===== config.mk =====
export PLATFORM = sky130hd
export DESIGN_NAME = hdr_engine_seq
export DESIGN_NICKNAME = d
export VERILOG_FILES = /design/src/rtl/hdr_pkg.sv /design/src/rtl/hdr_watchdog.sv /design/src/rtl/hdr_engine_seq.sv
export SDC_FILE = /design/constraint.sdc
export NUM_CORES = 1
export LEC_CHECK = 0
export ABC_AREA = 1
export BUFFER_PORTS_ARGS = -buffer_cell sky130_fd_sc_hd__buf_2
export CORE_MARGIN = 10
export CORE_UTILIZATION = 60
export CTS_CLUSTER_DIAMETER = 40
export DETAILED_ROUTE_END_ITERATION = 8
export PLACE_DENSITY = 0.84
export SYNTH_ARGS = -nofsm -noshare
export SYNTH_HDL_FRONTEND = slang
export SYNTH_SLANG_ARGS = --single-unit

===== constraint.sdc =====
create_clock -name i_sys_clk -period 2.6 [get_ports i_sys_clk]
set_input_delay 0 -clock i_sys_clk [delete_from_list [all_inputs] [get_ports i_sys_clk]]
set_output_delay 0 -clock i_sys_clk [all_outputs]
set_load 0.02 [all_outputs]

===== src/rtl/hdr_pkg.sv =====
// Shared types and default constants for the HDR sequencer and its sub-engines.
package hdr_pkg;

    typedef enum logic [2:0] {
        ST_IDLE  = 3'd0,
        ST_CCC   = 3'd1,
        ST_DUMMY = 3'd2,
        ST_XFER  = 3'd3,
        ST_DONE  = 3'd4
    } hdr_state_e;

    localparam logic [2:0] HDR_MODE_ACTIVE    = 3'd6;
    localparam logic [7:0] IDLE_ADDR_DEFAULT  = 8'h10;
    localparam logic [7:0] DUMMY_ADDR_DEFAULT = 8'h84;

    // States in which a sub-engine or the CCC engine owns the bus and the watchdog runs.
    function automatic logic is_phase(input hdr_state_e s);
        return (s == ST_CCC) || (s == ST_DUMMY) || (s == ST_XFER);
    endfunction

endpackage


===== src/rtl/hdr_watchdog.sv =====
// Loadable saturating down-counter; flags expiry when it sits at zero while enabled.
module hdr_watchdog #(
    parameter int TMO_W = 16
) (
    input  logic             i_clk,
    input  logic             i_rst,
    input  logic             i_load,
    input  logic [TMO_W-1:0] i_load_val,
    input  logic             i_en,
    output logic             o_expired
);

    logic [TMO_W-1:0] r_cnt;

    // Reload on phase entry, otherwise count down and hold at zero.
    always_ff @(posedge i_clk) begin
        if (i_rst) begin
            r_cnt <= '0;
        end else if (i_load) begin
            r_cnt <= i_load_val;
        end else if (i_en && (r_cnt != '0)) begin
            r_cnt <= r_cnt - 1'b1;
        end
    end

    assign o_expired = i_en && (r_cnt == '0);

endmodule


===== src/rtl/hdr_engine_seq.sv =====
// HDR-mode sequencer: chains CCC and normal transfers under TOC control,
// with a dummy-CCC fetch on CCC->transfer restarts, per-phase watchdog and mode abort.
//
// state | meaning
// IDLE  | waiting for engine enable
// CCC   | CCC engine running
// DUMMY | CCC engine fetching the dummy value from DUMMY_ADDR
// XFER  | selected sub-engine running
// DONE  | run finished; completion pulse follows
module hdr_engine_seq
    import hdr_pkg::*;
#(
    parameter int                NUM_MODES     = 2,
    parameter int                SEL_W         = 1,
    parameter int                ADDR_W        = 8,
    parameter logic [ADDR_W-1:0] IDLE_ADDR     = ADDR_W'(IDLE_ADDR_DEFAULT),
    parameter logic [ADDR_W-1:0] DUMMY_ADDR    = ADDR_W'(DUMMY_ADDR_DEFAULT),
    parameter logic [2:0]        HDR_MODE_CODE = HDR_MODE_ACTIVE,
    parameter int                TMO_W         = 16,
    parameter logic [TMO_W-1:0]  TMO_CYCLES    = TMO_W'(50000)
) (
    input  logic                 i_sys_clk,
    input  logic                 i_sys_rst,
    input  logic                 i_i3cengine_hdrengine_en,
    input  logic                 i_CP,
    input  logic                 i_TOC,
    input  logic [2:0]           i_MODE,
    input  logic [SEL_W-1:0]     i_hdr_sel,
    input  logic                 i_ccc_done,
    input  logic [NUM_MODES-1:0] i_xfer_done,
    output logic                 o_ccc_en,
    output logic [NUM_MODES-1:0] o_xfer_en,
    output logic [ADDR_W-1:0]    o_regf_addr_special,
    output logic                 o_i3cengine_hdrengine_done,
    output logic                 o_error,
    output logic                 o_busy
);

    hdr_state_e           r_state, w_state_nxt;
    logic [SEL_W-1:0]     r_sel, w_sel_nxt;
    logic                 r_ccc_en, r_done, r_error, r_busy;
    logic [NUM_MODES-1:0] r_xfer_en, w_xfer_oh;
    logic [ADDR_W-1:0]    r_addr;
    logic w_sel_ld, w_sel_bad, w_err_set, w_err_clr, w_rearm;
    logic w_wd_ld, w_wd_en, w_wd_exp, w_mode_bad, w_ccc_done_ok, w_xfer_done_ok;

    // Strobes only count while the matching enable is actually driven,
    // which also masks them during the one-cycle re-arm gap.
    assign w_ccc_done_ok  = i_ccc_done && r_ccc_en;
    assign w_xfer_done_ok = |(i_xfer_done & r_xfer_en);
    assign w_mode_bad     = (i_MODE != HDR_MODE_CODE);
    assign w_sel_bad      = ({{(32-SEL_W){1'b0}}, i_hdr_sel} >= 32'(NUM_MODES));
    assign w_sel_nxt      = w_sel_ld ? i_hdr_sel : r_sel;
    assign w_xfer_oh      = NUM_MODES'(1) << w_sel_nxt;
    assign w_wd_en        = is_phase(r_state);

    hdr_watchdog #(.TMO_W(TMO_W)) u_watchdog (
        .i_clk      (i_sys_clk),
        .i_rst      (i_sys_rst),
        .i_load     (w_wd_ld),
        .i_load_val (TMO_CYCLES - TMO_W'(1)),
        .i_en       (w_wd_en),
        .o_expired  (w_wd_exp)
    );

    // Next-state decode; priority: enable drop > mode abort > done strobe > timeout.
    always_comb begin
        w_state_nxt = r_state;
        w_sel_ld    = 1'b0;
        w_err_set   = 1'b0;
        w_err_clr   = 1'b0;
        w_rearm     = 1'b0;
        if (!i_i3cengine_hdrengine_en) begin
            w_state_nxt = ST_IDLE;
        end else begin
            case (r_state)
                ST_IDLE: begin
                    w_err_clr = 1'b1;
                    if (i_CP) begin
                        w_state_nxt = ST_CCC;
                    end else begin
                        w_sel_ld = 1'b1;
                        if (w_sel_bad) begin
                            w_state_nxt = ST_DONE;
                            w_err_set   = 1'b1;
                        end else begin
                            w_state_nxt = ST_XFER;
                        end
                    end
                end
                ST_CCC: begin
                    if (w_mode_bad) begin
                        w_state_nxt = ST_DONE;
                    end else if (w_ccc_done_ok) begin
                        if (i_TOC) begin
                            w_state_nxt = ST_DONE;
                        end else if (i_CP) begin
                            w_state_nxt = ST_CCC;
                            w_rearm     = 1'b1;
                        end else begin
                            w_state_nxt = ST_DUMMY;
                        end
                    end else if (w_wd_exp) begin
                        w_state_nxt = ST_DONE;
                        w_err_set   = 1'b1;
                    end
                end
                ST_DUMMY: begin
                    if (w_mode_bad) begin
                        w_state_nxt = ST_DONE;
                    end else if (w_ccc_done_ok) begin
                        w_sel_ld = 1'b1;
                        if (w_sel_bad) begin
                            w_state_nxt = ST_DONE;
                            w_err_set   = 1'b1;
                        end else begin
                            w_state_nxt = ST_XFER;
                        end
                    end else if (w_wd_exp) begin
                        w_state_nxt = ST_DONE;
                        w_err_set   = 1'b1;
                    end
                end
                ST_XFER: begin
                    if (w_mode_bad) begin
                        w_state_nxt = ST_DONE;
                    end else if (w_xfer_done_ok) begin
                        if (i_TOC) begin
                            w_state_nxt = ST_DONE;
                        end else if (i_CP) begin
                            w_state_nxt = ST_CCC;
                            w_rearm     = 1'b1;
                        end else begin
                            w_sel_ld = 1'b1;
                            if (w_sel_bad) begin
                                w_state_nxt = ST_DONE;
                                w_err_set   = 1'b1;
                            end else begin
                                w_state_nxt = ST_XFER;
                                w_rearm     = 1'b1;
                            end
                        end
                    end else if (w_wd_exp) begin
                        w_state_nxt = ST_DONE;
                        w_err_set   = 1'b1;
                    end
                end
                ST_DONE: w_state_nxt = ST_IDLE;
                default: w_state_nxt = ST_IDLE;
            endcase
        end
        w_wd_ld = is_phase(w_state_nxt) && ((w_state_nxt != r_state) || w_rearm);
    end

    // State and registered outputs, all derived from the decoded next state.
    always_ff @(posedge i_sys_clk) begin
        if (i_sys_rst) begin
            r_state   <= ST_IDLE;
            r_sel     <= '0;
            r_ccc_en  <= 1'b0;
            r_xfer_en <= '0;
            r_addr    <= IDLE_ADDR;
            r_done    <= 1'b0;
            r_error   <= 1'b0;
            r_busy    <= 1'b0;
        end else begin
            r_state   <= w_state_nxt;
            r_sel     <= w_sel_nxt;
            r_ccc_en  <= ((w_state_nxt == ST_CCC) || (w_state_nxt == ST_DUMMY)) && !w_rearm;
            r_xfer_en <= ((w_state_nxt == ST_XFER) && !w_rearm) ? w_xfer_oh : '0;
            r_addr    <= (w_state_nxt == ST_DUMMY) ? DUMMY_ADDR : IDLE_ADDR;
            r_done    <= (r_state == ST_DONE) && i_i3cengine_hdrengine_en;
            r_busy    <= (w_state_nxt != ST_IDLE);
            if (w_err_set) begin
                r_error <= 1'b1;
            end else if (w_err_clr) begin
                r_error <= 1'b0;
            end
        end
    end

    assign o_ccc_en                   = r_ccc_en;
    assign o_xfer_en                  = r_xfer_en;
    assign o_regf_addr_special        = r_addr;
    assign o_i3cengine_hdrengine_done = r_done;
    assign o_error                    = r_error;
    assign o_busy                     = r_busy;

endmodule


# Word level (Yosys, flattened, before mapping)
# Index checks and enable logic that the tools add are counted.
[op_classes]
n_addsub = 1
eq_ne = 9
shift = 1
mux = 45
bitwise_logic = 2
n_reduce_logical = 23
[ops]
columns = ["operator", "count"]
rows = [
  ["$mux 16", 2],
  ["$mux 3", 10],
  ["$mux 1", 26],
  ["$logic_not 16->1", 1],
  ["$reduce_bool 16->1", 1],
  ["$sub 16x1->16 const B", 1],
  ["$eq 3x2->1 const B", 4],
  ["$pmux 3 s4", 1],
  ["$mux 8", 1],
  ["$reduce_or 2->1", 4],
  ["$logic_and 1x1->1", 7],
  ["$eq 3x1->1 const B", 2],
  ["$logic_or 1x1->1", 5],
  ["$mux 2", 2],
  ["$pmux 1 s2", 2],
  ["$reduce_bool 2->1", 2],
  ["$eq 3x3->1 const B", 1],
  ["$logic_not 3->1", 1],
  ["$ne 3x3->1", 1],
  ["$ne 3x3->1 const B", 1],
  ["$pmux 1 s3", 1],
  ["$reduce_bool 3->1", 1],
  ["$and 2x2->2", 1],
  ["$shl 1x1->2 const A", 1],
  ["2 further kinds", 2],
]
[totals]
reg_bits = 34
in_bits = 12
output_inout_bits = 14
wordCells = 91

# Logic depth before layout (Yosys ltp)
[logic_depth]
word_depth = 14
mapped_depth = 16
mapped_depth_nobuf = 16

# Cells and area by module
# Synthesis repeated with hierarchy kept, for this count alone.
[unflattened]
cells_unflattened = 333
hier_area_um2 = 2040.7
[modules_own_cells]
columns = ["module", "instances", "cells_per_inst", "area_each_um2", "seq_area_each_um2"]
rows = [
  ["hdr_watchdog", 1, 199, 1218.7, 320.3],
  ["hdr_engine_seq", 1, 134, 822.0, 240.2],
]

# Worst setup path after synthesis
# OpenSTA, ideal clock, no wires.
[synth_timing]
path_type = "flip-flop to flip-flop"
start = "register r_xfer_en[1], in the netlist o_xfer_en[1]"
end = "register u_watchdog.r_cnt[12]"
setup_time_ns = 0.117
arrival_time_ns = 1.645
t_required_ns = 2.483
slack_ns = 0.838
stages_incl_launch_ff = 13
n_path_buf = 0
period_less_slack_ns = 1.762
path_cell_list = "dfxtp_1 -> inv_1 -> o21ai_0 -> inv_1 -> o21a_1 -> nand2_1 -> nand3_1 -> nand2_1 -> a21oi_1 -> nand2_2 -> nand2_4 -> nand2_4 -> nor2_2"
[synth_between]
elab_chain_cells = 11
word_cells_on_any_way = 19
cone_classes = "eq/ne: 4; mux: 8; bitwise: 1; reduce/logical: 6"
[synth_rtl]
columns = ["element", "line", "rtl"]
rows = [
  ["start: declaration", "hdr_engine_seq.sv:42", "logic [NUM_MODES-1:0] r_xfer_en, w_xfer_oh;"],
  ["start signal: assignment", "hdr_engine_seq.sv:170", "r_xfer_en <= ((w_state_nxt == ST_XFER) && !w_rearm) ? w_xfer_oh : '0;"],
  ["$and 2x2->2 (*)", "hdr_engine_seq.sv:50", "assign w_xfer_done_ok = |(i_xfer_done & r_xfer_en);"],
  ["$reduce_or 2->1 (*)", "hdr_engine_seq.sv:50", ""],
  ["$mux 3", "hdr_engine_seq.sv:127", "end else if (w_xfer_done_ok) begin"],
  ["$mux 3", "hdr_engine_seq.sv:125", "if (w_mode_bad) begin"],
  ["$pmux 3 s4", "hdr_engine_seq.sv:76", "case (r_state)"],
  ["$mux 3", "hdr_engine_seq.sv:73", "if (!i_i3cengine_hdrengine_en) begin"],
  ["$eq 3x1->1 or $eq 3x2->1 (tied branches)", "hdr_pkg.sv:18", "return (s == ST_CCC) || (s == ST_DUMMY) || (s == ST_XFER);"],
  ["$logic_or 1x1->1 (2 in a row)", "hdr_pkg.sv:18", ""],
  ["$logic_and 1x1->1 (*)", "hdr_engine_seq.sv:152", "w_wd_ld = is_phase(w_state_nxt) && ((w_state_nxt != r_state) || w_rearm);"],
  ["$reduce_or 2->1 (no source line) (*)", "n/a", ""],
  ["end signal: assignment", "hdr_watchdog.sv:20", "r_cnt <= i_load_val;"],
  ["end signal: assignment", "hdr_watchdog.sv:22", "r_cnt <= r_cnt - 1'b1;"],
  ["end: declaration", "hdr_watchdog.sv:13", "logic [TMO_W-1:0] r_cnt;"],
]
# Every way passes the cells marked *; elsewhere a longest branch is shown, timed or not.
# A chain may end at the register's enable or synchronous reset.

# Final worst setup path
[layout_timing]
start = "register u_watchdog.r_cnt[0]"
end = "register u_watchdog.r_cnt[15]"
[layout_between]
elab_chain_cells = 12
word_cells_on_any_way = 25
cone_classes = "add/sub: 1; eq/ne: 4; mux: 11; reduce/logical: 9"
[layout_rtl]
columns = ["element", "line", "rtl"]
rows = [
  ["$logic_not 16->1", "hdr_watchdog.sv:26", "assign o_expired = i_en && (r_cnt == '0);"],
  ["$logic_and 1x1->1", "hdr_watchdog.sv:26", ""],
  ["$mux 3", "hdr_engine_seq.sv:103, hdr_engine_seq.sv:119, hdr_engine_seq.sv:143", ""],
  ["$mux 3, on equally long branches", "hdr_engine_seq.sv:127, hdr_engine_seq.sv:94, hdr_engine_seq.sv:111", ""],
  ["$mux 3, on equally long branches", "hdr_engine_seq.sv:125, hdr_engine_seq.sv:92, hdr_engine_seq.sv:109", ""],
  ["$pmux 3 s4", "hdr_engine_seq.sv:76", ""],
  ["$mux 3", "hdr_engine_seq.sv:73", ""],
  ["$eq 3x1->1 or $eq 3x2->1 (tied branches)", "hdr_pkg.sv:18", ""],
  ["$logic_or 1x1->1 (2 in a row)", "hdr_pkg.sv:18", ""],
  ["$logic_and 1x1->1", "hdr_engine_seq.sv:152", ""],
  ["$mux 16 or $reduce_bool 2->1 (tied branches)", "n/a", ""],
]
# Parallel ways exist; a longest one is shown, timed or not. The select of a mux whose other input is x is not followed.

==> flow_summary.json <==
{
  "status": "finished, final reports clean",
  "fp-row-count": 19,
  "hold_class": "in -> reg",
  "cts.path.max_buffers": 2,
  "antenna_found_initial": 0,
  "slew_violations": 0,
  "num_vias": 1455,
  "seq_area_frac_synth_pct": 32.9,
  "worst_setup_path_start_kind": "flip-flop",
  "cts.htree.levels": 1,
  "synth-edff-count": 0,
  "layout_setup_ws_ns": 0.660,
  "cp_slowest_cell": "dfxtp_1",
  "path_cells": "inv_1 > ha_1 > nand2_2 > nor2_4 > a21oi_4 > nand3_1 > nor2_1 > nand4_1 > xor2_1 > inv_1 > a21oi_1",
  "fin_skew_ns": 0.00878,
  "syn_area_um2": 1700,
  "path_clk_slew_ns": 0.14,
  "fin_nets": 271,
  "ios": 26,
  "yosys.area.top_type": "dfxtp_1",
  "drt_iter0_markers": 84,
  "final_antenna_net_count": 0,
  "nFillCells": 227,
  "route.detailed.drc": 0,
  "ys.flop_type": "dfxtp_1",
  "clkLatencyLatePin_ns": 0.32,
  "hold_violations": 0,
  "core-area_um2": 2730,
  "cp.buffers_inverters": 2,
  "worstPathRequired_ns": 2.86,
  "die_y_um": 73.3,
  "dp.cells": 282,
  "end_kind": "flip-flop",
  "vias_per_cell": 5.07,
  "maxClockFrequency_ghz": 0.516,
  "fin_crit_sh_pct": 74.6,
  "grt_max_degree": 18,
  "die_area_um2": 5370,
  "crit_type": "reg -> reg",
  "die_width_um": 73.3,
  "dpl.hpwl_um": 2740,
  "setup_violations": 0,
  "syn_inst": 235,
  "numCtsBuffers": 3,
  "drtPass1Iterations": 4,
  "wirelength_um": 3290,
  "power.total_w": 0.00117,
  "synth_top_cells_by_area": "dfxtp_1 33%, nand2_1 8.6%, inv_1 7.5%",
  "power_density_nw_per_um2": 628,
  "yosysWarnings": 0,
  "synth.distinct_cells": 34,
  "finalWorstPathRequiredPeriod_ns": 1.94,
  "drive_above_1_share_pct": 23.0,
  "pre_cts_slack_ns": 0.677,
  "io_buffers": 20,
  "crit_path_frequent_cell": "inv_1",
  "crit_family": "simple AND/OR/NAND/NOR gates",
  "async_flop_share_pct": 0,
  "final_cells": 287,
  "grtUsageTotal_pct": 13.1,
  "syn_to_final_growth_pct": 9.62,
  "critPathMaxFanout": 7,
  "multi_input_area_um2": 975,
  "start_util_pct": 62.3,
  "finalSetupTns_ns": 0,
  "syn_area_per_cell_um2": 7.25,
  "static-leakage-power_nw": 0.874,
  "root_buffer": "clkbuf_4",
  "antenna_cells": 0,
  "overflow": 0,
  "cts_tree": "built",
  "clock-sinks": 28,
  "drv_cap": 0,
  "regArea_um2": 561,
  "ir_worst_vdd_uv": 462,
  "gp_congestion": 0.893,
  "first_global_vias": 1388,
  "cp.arrival_ns": 2.20,
  "synth_top_area_share_pct": 32.9,
  "grt_first_pass_wirelength_um": 5840,
  "synth-seq-cells": 28,
  "wl_per_cell_um": 11.4,
  "grt_setup_unrepaired": "no",
  "max_stage_delay_ns": 0.36,
  "rrSetupSlack_ns": 0.66
}
-- repair_timing --
action / CTS / global route
hold endpoints to repair: 1 / 0
hold buffers: 1 / 0
endpoints found under the setup margin: 0 / 0
resized for setup: 0 / 0
setup buffers: 0 / 0
-- kinds of logic after synthesis --
kind of cell	count (synthesis)	synth area share, %
buf+inv	43	10.8
compound gates	25	9.10
flops	28	32.9
fa+ha+maj	2	1.47
other cells	1	0.220
xor+xnor	13	6.68
simple gates	123	38.8
-- layer usage --
layer  global-route usage [%]  vias up  part of all wire, %
met5                        0        -                    0
met4                     5.18        0                  1.0
met3                     2.29        2                  5.2
met2                     20.3       27                   44
met1                     17.5      645                   49
li1                         -      781                    -
-- metrics by stage --
stage | instance area, um^2 | hold slack [ns] | utilization, %
after global placement | 1810 | 0.333 | 66.0
after floorplan | 1720 | 0.152 | -
after CTS | 1870 | 0.0147 | 68.3
final | 1870 | 0.0178 | 68.3
after detailed placement | 1810 | 0.346 | 66.0
after global routing | 1870 | 0.0503 | 68.3
-- cells in the final DEF (no fill, tap or decap), types with 2 or more instances in the layout --
master / n
nand2_1: 39
inv_1: 34
dfxtp_1: 28
nor2_1: 27
buf_2: 20
a21oi_1: 13
nand3_1: 12
nor2_2: 11
xor2_1: 11
nand2_2: 6
nand4_1: 5
conb_1: 5
nor2_4: 4
nor3_1: 4
nand2_4: 4
nor4_1: 3
nand3_2: 3
o21ai_0: 3
o31ai_1: 3
clkbuf_4: 3
xnor2_1: 2
ha_1: 2
-- tightest hold or removal path, stage by stage --
cell,delay [ns]
buf_2,0.07
o21ai_0,0.13
nor2_1,0.10
-- registers in the layout (all words and copies together), names as in the netlist --
name                        cells
r_sel                           1
o_ccc_en                        1
u_watchdog.r_cnt               16
o_error                         1
o_busy                          1
o_i3cengine_hdrengine_done      1
r_state                         3
o_regf_addr_special             2
o_xfer_en                       2
-- cell type report --
class / instances / share of cell area [%]
multi-input combinational: 168 / 52.2
sequential: 28 / 30.0
inverter: 35 / 7.03
timing repair buffer: 21 / 5.89
tap: 31 / 2.08
clock inverter: 1 / 1.61
clock buffer: 3 / 1.21
-- Yosys cell counts, types with 2 or more instances --
| cell | number |
|---|---|
| a21oi_1 | 13 |
| buf_4 | 6 |
| clkbuf_1 | 2 |
| dfxtp_1 | 28 |
| ha_1 | 2 |
| inv_1 | 34 |
| nand2_1 | 39 |
| nand2_2 | 6 |
| nand2_4 | 4 |
| nand3_1 | 12 |
| nand3_2 | 3 |
| nand4_1 | 5 |
| nor2_1 | 27 |
| nor2_2 | 11 |
| nor2_4 | 4 |
| nor3_1 | 4 |
| nor4_1 | 3 |
| o21ai_0 | 3 |
| o31ai_1 | 3 |
| xnor2_1 | 2 |
| xor2_1 | 11 |
-- worst paths after layout --
kind,from,cells past startpoint,end
worst min-delay path,i_hdr_sel,3,r_sel
worst max-delay path,u_watchdog.r_cnt[0],11,u_watchdog.r_cnt[15]
worst max register to register,u_watchdog.r_cnt[0],11,u_watchdog.r_cnt[15]
worst min register to register,o_error,2,o_error
-- report_power, final --
group          switching (W)  leakage, nW  total, W  internal, W
Combinational       0.000246        0.616  0.000383     0.000136
Clock               0.000123       0.0279  0.000279     0.000156
Sequential         0.0000400        0.229  0.000511     0.000471
No activity file was read; power rests on OpenSTA's default activity.
